File: src/rtl/iarray_arb_pkg.sv
// Shared constants and helpers for the instruction-array read-side arbiter.
package iarray_arb_pkg;

  localparam int RDLAT_DEFAULT = 2;

  // Width of a requester index; never narrower than one bit.
  function automatic int id_width(input int n);
    int w;
    w = 1;
    while ((1 << w) < n) w++;
    return w;
  endfunction

endpackage

File: src/rtl/iarray_rdarb_rr_pick.sv
// Combinational round-robin pick: first active request at or above ptr, else first below it.
module rr_pick
  import iarray_arb_pkg::*;
#(
  parameter int NREQ = 4,
  parameter int IDW  = id_width(NREQ)
) (
  input  logic [NREQ-1:0] req,
  input  logic [IDW-1:0]  ptr,
  input  logic            en,
  output logic [NREQ-1:0] gnt,
  output logic [IDW-1:0]  idx
);

  logic found;

  always_comb begin
    gnt   = '0;
    idx   = '0;
    found = 1'b0;
    // Upper pass covers ptr..NREQ-1, lower pass wraps to 0..ptr-1.
    for (int i = 0; i < NREQ; i++) begin
      if (en && !found && req[i] && (i >= int'(ptr))) begin
        gnt[i] = 1'b1;
        idx    = IDW'(i);
        found  = 1'b1;
      end
    end
    for (int i = 0; i < NREQ; i++) begin
      if (en && !found && req[i] && (i < int'(ptr))) begin
        gnt[i] = 1'b1;
        idx    = IDW'(i);
        found  = 1'b1;
      end
    end
  end

endmodule

File: src/rtl/iarray_rdarb.sv
// Read-port arbiter for a register-array RAM: round-robin grant, RAM address mux,
// and a valid/id pipeline aligned with the RAM read latency.
module iarray_rdarb
  import iarray_arb_pkg::*;
#(
  parameter int ADDRBIT = 9,
  parameter int WIDTH   = 8,
  parameter int NREQ    = 4,
  parameter int RDLAT   = RDLAT_DEFAULT,
  localparam int IDW    = id_width(NREQ)
) (
  input  logic                    rclk,
  input  logic                    rrst_,
  input  logic                    en,
  input  logic [NREQ-1:0]         req,
  input  logic [NREQ*ADDRBIT-1:0] addr,
  output logic [NREQ-1:0]         gnt,
  output logic [ADDRBIT-1:0]      ra,
  output logic                    re,
  input  logic [WIDTH-1:0]        rd,
  output logic                    rvld,
  output logic [IDW-1:0]          rid,
  output logic [WIDTH-1:0]        rdata
);

  // Handshake: a read transfers on a rising rclk edge where req[i] and gnt[i]
  // are both high; the requester then drops req[i] or presents its next address.
  // The return path has no ready: rvld/rid/rdata must be taken when rvld is high.

  logic [IDW-1:0]  ptr;
  logic [IDW-1:0]  pick_idx;
  logic [RDLAT-1:0] vld_pipe;
  logic [IDW-1:0]  id_pipe [RDLAT];

  // Holding the arbiter disabled during reset keeps gnt/re/ra quiet.
  rr_pick #(
    .NREQ (NREQ),
    .IDW  (IDW)
  ) u_pick (
    .req  (req),
    .ptr  (ptr),
    .en   (en & rrst_),
    .gnt  (gnt),
    .idx  (pick_idx)
  );

  assign re = |gnt;

  always_comb begin
    ra = '0;
    for (int i = 0; i < NREQ; i++) begin
      ra = ra | ({ADDRBIT{gnt[i]}} & addr[i*ADDRBIT +: ADDRBIT]);
    end
  end

  always_ff @(posedge rclk or negedge rrst_) begin
    if (!rrst_) begin
      ptr <= '0;
    end else if (re) begin
      ptr <= (pick_idx == IDW'(NREQ - 1)) ? '0 : pick_idx + IDW'(1);
    end
  end

  // Stage RDLAT-1 lines up with the RAM data for the read issued RDLAT cycles earlier.
  always_ff @(posedge rclk or negedge rrst_) begin
    if (!rrst_) begin
      vld_pipe <= '0;
      for (int i = 0; i < RDLAT; i++) id_pipe[i] <= '0;
    end else begin
      vld_pipe[0] <= re;
      id_pipe[0]  <= re ? pick_idx : '0;
      for (int i = 1; i < RDLAT; i++) begin
        vld_pipe[i] <= vld_pipe[i-1];
        id_pipe[i]  <= id_pipe[i-1];
      end
    end
  end

  assign rvld  = vld_pipe[RDLAT-1];
  assign rid   = id_pipe[RDLAT-1];
  assign rdata = rd;

endmodule

File: config.mk
export PLATFORM = sky130hd
export DESIGN_NAME = iarray_rdarb
export DESIGN_NICKNAME = d
export VERILOG_FILES = /design/src/rtl/iarray_arb_pkg.sv /design/src/rtl/iarray_rdarb_rr_pick.sv /design/src/rtl/iarray_rdarb.sv
export SDC_FILE = /design/constraint.sdc
export NUM_CORES = 1
export LEC_CHECK = 0
export CAP_MARGIN = 20
export CORE_UTILIZATION = 35
export CTS_BUF_LIST = sky130_fd_sc_hd__clkbuf_8
export DETAILED_ROUTE_END_ITERATION = 12
export PLACE_DENSITY_LB_ADDON = 0.05
export SLEW_MARGIN = 15
export SYNTH_ARGS = -nofsm -noshare
export SYNTH_HDL_FRONTEND = slang
export SYNTH_SLANG_ARGS = --single-unit
export TNS_END_PERCENT = 10
File: constraint.sdc
create_clock -name rclk -period 2.9 [get_ports rclk]
set_input_delay 0.58 -clock rclk [delete_from_list [all_inputs] [get_ports rclk]]
set_output_delay 0.58 -clock rclk [all_outputs]
set_load 0.05 [all_outputs]
### After elaboration in Yosys (flattened, before gate mapping)

Index checks and enable logic that the tools add are counted.
Widths: inputs -> output; s select.

* memories kept: 0
* RAM bits: 0
* logic and storage cells: 66
* output and inout port bits: 25
* ROM bits: 0
* input port bits: 51
* latch bits: 0
* register bits: 8

* mux-type cells: 20
* $lt $le $gt $ge: 6
* divide/modulo/power cells: 0
* bitwise logic cells: 8
* shifts and indexed selects: 0
* reductions and logical operators: 26
* $mul: 0
* equal/unequal tests: 1
* $add $sub $neg: 1

Operators with widths (count)
* $and 9x9->9: 4
* $or 9x9->9: 3
* $logic_and 1x1->1: 19
* $mux 2: 7
* $mux 1: 13
* $logic_not 1->1: 6
* $ge 1x2->1 const A: 2
* $lt 1x2->1 const A: 2
* $reduce_or 4->1: 1
* $add 2x1->2 const B: 1
* $eq 2x2->1 const B: 1
* $ge 2x2->1 const A: 1
* $lt 2x2->1 const A: 1
* $and 1x1->1: 1

### Longest topological paths before layout

* word-level depth: 36
* mapped depth: 8
* mapped depth without buffers: 5

### Hierarchy

From an unflattened synthesis, not the netlist that was laid out.

* cells, all modules: 81
* area total of the unflattened synthesis: 714.4 um^2

By module, submodules not included
* iarray_rdarb: area an instance 558.0 um^2, cells each 58, instances 1, sequential area each 200.2 um^2
* rr_pick: area an instance 156.4 um^2, cells each 23, instances 1, sequential area each 0.0 um^2

### Worst setup path after synthesis

OpenSTA, ideal clock, no wires.

* path type: input to output
* start point: input port req[2]
* end point: output port ra[0]
* required time: 2.320 ns
* stages: 4
* buffers on the path: 0
* arrival time: 2.275 ns
* setup slack: 0.045 ns
* cell sequence: a21boi_1 > or4b_1 > a2bb2oi_2 > o2111ai_1

* word-level cells in the longest chain between the ends: 25
* elaborated cells on any way between the ends: 33
* those cells by class: mux (9); bitwise (7); reduce/logical (17)

RTL lines
* start: declaration: line iarray_rdarb.sv:15 `input logic [NREQ-1:0] req,`
* $logic_and 1x1->1 (2 in series): line iarray_rdarb_rr_pick.sv:23 `if (en && !found && req[i] && (i >= int'(ptr))) begin`
* $mux 1: line iarray_rdarb_rr_pick.sv:23
* $logic_not 1->1: line iarray_rdarb_rr_pick.sv:23
* $logic_and 1x1->1 (2 in series): line iarray_rdarb_rr_pick.sv:23
* $mux 1: line iarray_rdarb_rr_pick.sv:23
* $logic_not 1->1: line iarray_rdarb_rr_pick.sv:30 `if (en && !found && req[i] && (i < int'(ptr))) begin`
* $logic_and 1x1->1 (3 in series): line iarray_rdarb_rr_pick.sv:30
* $mux 1: line iarray_rdarb_rr_pick.sv:30
* $logic_not 1->1: line iarray_rdarb_rr_pick.sv:30
* $logic_and 1x1->1 (3 in series): line iarray_rdarb_rr_pick.sv:30
* $mux 1: line iarray_rdarb_rr_pick.sv:30
* $logic_not 1->1: line iarray_rdarb_rr_pick.sv:30
* $logic_and 1x1->1 (3 in series): line iarray_rdarb_rr_pick.sv:30
* $mux 1: line iarray_rdarb_rr_pick.sv:30
* $and 9x9->9: line iarray_rdarb.sv:52 `ra = ra | ({ADDRBIT{gnt[i]}} & addr[i*ADDRBIT +: ADDRBIT]);`
* $or 9x9->9: line iarray_rdarb.sv:52
* $or 9x9->9 (*): line iarray_rdarb.sv:52
* end: declaration: line iarray_rdarb.sv:18 `output logic [ADDRBIT-1:0] ra,`

Every way passes the cells marked *; elsewhere a longest branch is shown, timed or not.

### Worst setup path after layout

* start point: input port rrst_
* end point: output port ra[6]

* word-level cells in the longest chain between the ends: 36
* elaborated cells on any way between the ends: 45
* those cells by class: mux (12); bitwise (8); reduce/logical (25)

RTL lines
* start: declaration: line iarray_rdarb.sv:13 `input logic rrst_,`
* $and 1x1->1 (*): line iarray_rdarb.sv:42 `.en (en & rrst_),`
* $logic_and 1x1->1 (2 in series): line iarray_rdarb_rr_pick.sv:23
* $mux 1: line iarray_rdarb_rr_pick.sv:23
* $logic_not 1->1: line iarray_rdarb_rr_pick.sv:23
* $logic_and 1x1->1 (3 in series): line iarray_rdarb_rr_pick.sv:23
* $mux 1: line iarray_rdarb_rr_pick.sv:23
* $logic_not 1->1: line iarray_rdarb_rr_pick.sv:23
* $logic_and 1x1->1 (3 in series): line iarray_rdarb_rr_pick.sv:23
* [... 11 more ...]
* $logic_and 1x1->1 (3 in series): line iarray_rdarb_rr_pick.sv:30
* $mux 1: line iarray_rdarb_rr_pick.sv:30
* $logic_not 1->1: line iarray_rdarb_rr_pick.sv:30
* $logic_and 1x1->1 (3 in series): line iarray_rdarb_rr_pick.sv:30
* $mux 1: line iarray_rdarb_rr_pick.sv:30
* $and 9x9->9: line iarray_rdarb.sv:52
* $or 9x9->9: line iarray_rdarb.sv:52
* $or 9x9->9 (*): line iarray_rdarb.sv:52

Marked as above.

==> flow_summary_export.csv <==
group,metric,value,unit
status,outcome,"finished, final reports clean",
place,last_weighted_congestion_value_of_the_routability_driven_placer,0.8053,
clock_tree,cts_inserted_buffers,3,
global_route,largest_net_degree_at_the_start_of_global_routing,11,
layout,diodes,0,
worst_setup_path,crit_path_top_delay_cell,"sky130_fd_sc_hd__o21ai_0",
logic_synthesis,synth_top_area_share,0.2225,
power_and_ir_drop,powerDensity,548.6,nW/um^2
power_and_ir_drop,p_seq_frac,0.185,
power_and_ir_drop,leakage_power,0.8590,nW
clock_tree,cts_root_buffer,"sky130_fd_sc_hd__clkbuf_8",
layout,post_route_cells_drive_above_1_share,0.3315,
layout,num-fill-cells,179,
floorplanning,die_h,52.70,um
global_route,grt.total_usage,0.2498,
clock_tree,cts_tree,"yes",
sta,layout_worst_path_cycle_share,0.9721,
worst_setup_path,max_incr_delay_on_cp,0.33,ns
place,hpwlAfterDp,2.469,mm
clock_tree,clock_tree.buffer_depth,2,
detailed_routing,route.vias.total,1169,
clock_tree,clk_latency,0.22,ns
worst_hold_path,worst_hold_path_type,"reg -> reg",
sta,grt_setup_unrepaired,"false",
sta,report.final.slew_viol_count,0,
detailed_routing,drcViolationCount,0,
layout,areaGrowthSynthToFinish,106.5,%
sta,final.setup_skew,0.003791,ns
sta,fin_crit,2.819,ns
logic_synthesis,ys.warnings.count,0,
power_and_ir_drop,p_clk_frac,0.126,
worst_setup_path,cp_cell_sequence,"dlygate4sd2_1 -> buf_4 -> and3b_2 -> and3_1 -> o21ai_0 -> o2111ai_4 -> buf_12",
worst_setup_path,critPathMaxFanout,8,
global_route,global_route.peak_usage_layer,"met2",
sta,hold_slack,0.3376,ns
sta,setup_viol,0,
global_route,global_route_wire_length_before_repair,5.078,mm
worst_setup_path,cp_top_family,"buffers and inverters",
logic_synthesis,synth.net_count,164,
detailed_routing,post_drt_via_cell_ratio,5.540,
logic_synthesis,synth_top_area_cell,"sky130_fd_sc_hd__dfrtp_1",
power_and_ir_drop,share_comb_of_total_power,0.689,
floorplanning,initial_core_utilization,0.3665,
place,io_buffers,59,
worst_setup_path,cp-start-kind,"input port",
logic_synthesis,synth.distinct_cells,36,
sta,timing.fmax,0.3547,GHz
layout,finish.net_count,234,
worst_setup_path,crit_type,"in -> out",
global_route,grt_antenna_before_repair,0,
power_and_ir_drop,switchingPower,453.5,uW
floorplanning,core_area,2455,sq um
worst_setup_path,critical_path_depth,7,
detailed_routing,drt_first_pass_iters,4,
power_and_ir_drop,cellInternalPower,565.8,uW
worst_hold_path,cell_depth_of_the_worst_hold_path,0,
global_route,met2_usage,0.4536,
logic_synthesis,syn-mean-instance-area,7.961,sq um
sta,hold_viol,0,
clock_tree,clk_pin_slew_worst_paths,0.04,ns
logic_synthesis,synth.ff_latch_count,8,
sta,fin_setup_tns,0,ns
floorplanning,ios,76,
logic_synthesis,mapped_cell_area,899.6,sq um
floorplanning,die_area,2777,sq um
logic_synthesis,synth.top_cells.by_area,"sky130_fd_sc_hd__dfrtp_1, sky130_fd_sc_hd__buf_4, sky130_fd_sc_hd__nand3_1",
global_route,grt_remaining_overflow,0,
detailed_routing,drtAntennaViolNets,0,
global_route,grt_pass1_vias,1188,
worst_setup_path,ff2ff_path_depth,4,
worst_setup_path,timing.critical_path.to_type,"output port",
detailed_routing,detail_route.iter0.violations,25,
logic_synthesis,synth-seq-area-share,0.2225,
worst_setup_path,critical_path_buf_inv_count,3,
floorplanning,placement_rows,18,
clock_tree,holdBufCountCts,0,
sta,max_slew_margin,0.6713,
logic_synthesis,asyncSetResetFlopFracSynth,1.000,
global_route,grt_util_met1,0.2815,
power_and_ir_drop,ir_drop,0.5387,mV
detailed_routing,wirelength,3.230,mm
worst_setup_path,cp.required,2.32,ns
job,max-cap-violations,0,
floorplanning,fp.dieW,52.70,um
logic_synthesis,netlist_instances,113,
worst_setup_path,crit_arrival,2.24,ns
clock_tree,cts_sinks,8,
logic_synthesis,synth-edff-count,0,
power_and_ir_drop,p_sw_frac,0.4449,
global_route,grt_use_met3,0.07246,
detailed_routing,routedWlPerCell,15.31,um
clock_tree,h-tree-depth,1,
logic_synthesis,synth-main-ff-cell,"sky130_fd_sc_hd__dfrtp_1",
sta,tightestPinTransition,0.4916,ns
[metrics by stage]
step / cell area, sq um / power, mW / util / setup slack, ns / instances
after floorplan: 899.6 / 0.5605 / - / 0.04534 / 113
after global placement: 1699 / 0.8297 / 0.6922 / -0.1001 / 206
after detailed placement: 1699 / 0.8435 / 0.6922 / -0.1425 / 206
after CTS: 1842 / 1.018 / 0.7503 / 0.002239 / 211
after global routing: 1858 / 1.071 / 0.7569 / 0.005287 / 211
final: 1858 / 1.019 / 0.7569 / 0.08102 / 211
[area by class of cell]
type,count,area [sq um],share of cell area
well taps,30,37.54,0.02020
flip-flops and latches,8,200.2,0.1077
inverters,12,45.04,0.02424
clock buffers,3,41.29,0.02222
multi-input cells,78,648.1,0.3488
repair buffers,80,885.9,0.4768
[power groups by stage]
stage               clock (mW)  sequential (mW)  combinational, mW
finish                   0.129            0.188              0.702
global placement             0            0.181              0.649
floorplan                    0            0.178              0.382
detailed placement           0            0.184              0.660
CTS                      0.132            0.187              0.699
global route             0.139            0.193              0.739
[layout by cell type, fill, tap and decap left out, drive strengths merged, types with 4 or more instances in the layout]
cell	instances
inv	12
a21oi	4
and3	4
nand2	6
dfrtp	8
clkdlybuf4s50	40
o21ai	6
o2111ai	6
buf	35
dlygate4sd2	4
nor2	4
nand3	12
[worst register-to-register path: cells and delay by family, from the launching register on]
family           cells  cell delay (ns)
AO/OA/AOI/OAI        2             0.66
AND/OR/NAND/NOR      2             0.47
flip-flops           1             0.46
[flip-flops by register name, summed over array words and instances, names as in the netlist]
register and count:
ptr 2, rid 2, id_pipe 2, vld_pipe 2
[kinds of logic after synthesis]
family	count (synthesis)	share of synthesized area
simple gates	43	0.2851
compound gates	34	0.3102
buf+inv	28	0.1822
flops	8	0.2225
[synth_stat cells, drive strengths merged (2+ instances only)]
master	count
a211o	3
a211oi	2
a21oi	4
a22oi	3
a311o	3
and3	4
and4	3
buf	15
dfrtp	8
inv	12
nand2	6
nand3	12
nor2	4
nor2b	3
nor3	3
o2111ai	6
o21ai	6
or4b	2
[routing by layer]
metal,vias to the layer above,share of wire
met3,4,0.095
met1,541,0.40
met2,67,0.50
met5,-,0
li1,557,-
met4,0,0.0096
[final timing paths]
| kind | start | end | slack [ns] |
|---|---|---|---|
| setup / recovery | rrst_ | ra[6] | 0.08 |
| max in group asynchronous | rrst_ | vld_pipe[0] | 2.30 |
| min in group asynchronous | rrst_ | rid[0] | 0.47 |
| hold / removal | id_pipe[2] | rid[0] | 0.34 |
| setup reg to reg | ptr[0] | vld_pipe[0] | 1.13 |
| hold reg to reg | id_pipe[2] | rid[0] | 0.34 |
[repair_timing]
action	CTS	global route
endpoints found under the hold margin	0	0
pin swaps	3	0
cloned	1	0
resized for setup	20	3
endpoints found under the setup margin	11	5
buffers inserted	1	0
Note: power is estimated with default switching activity, not from simulation.
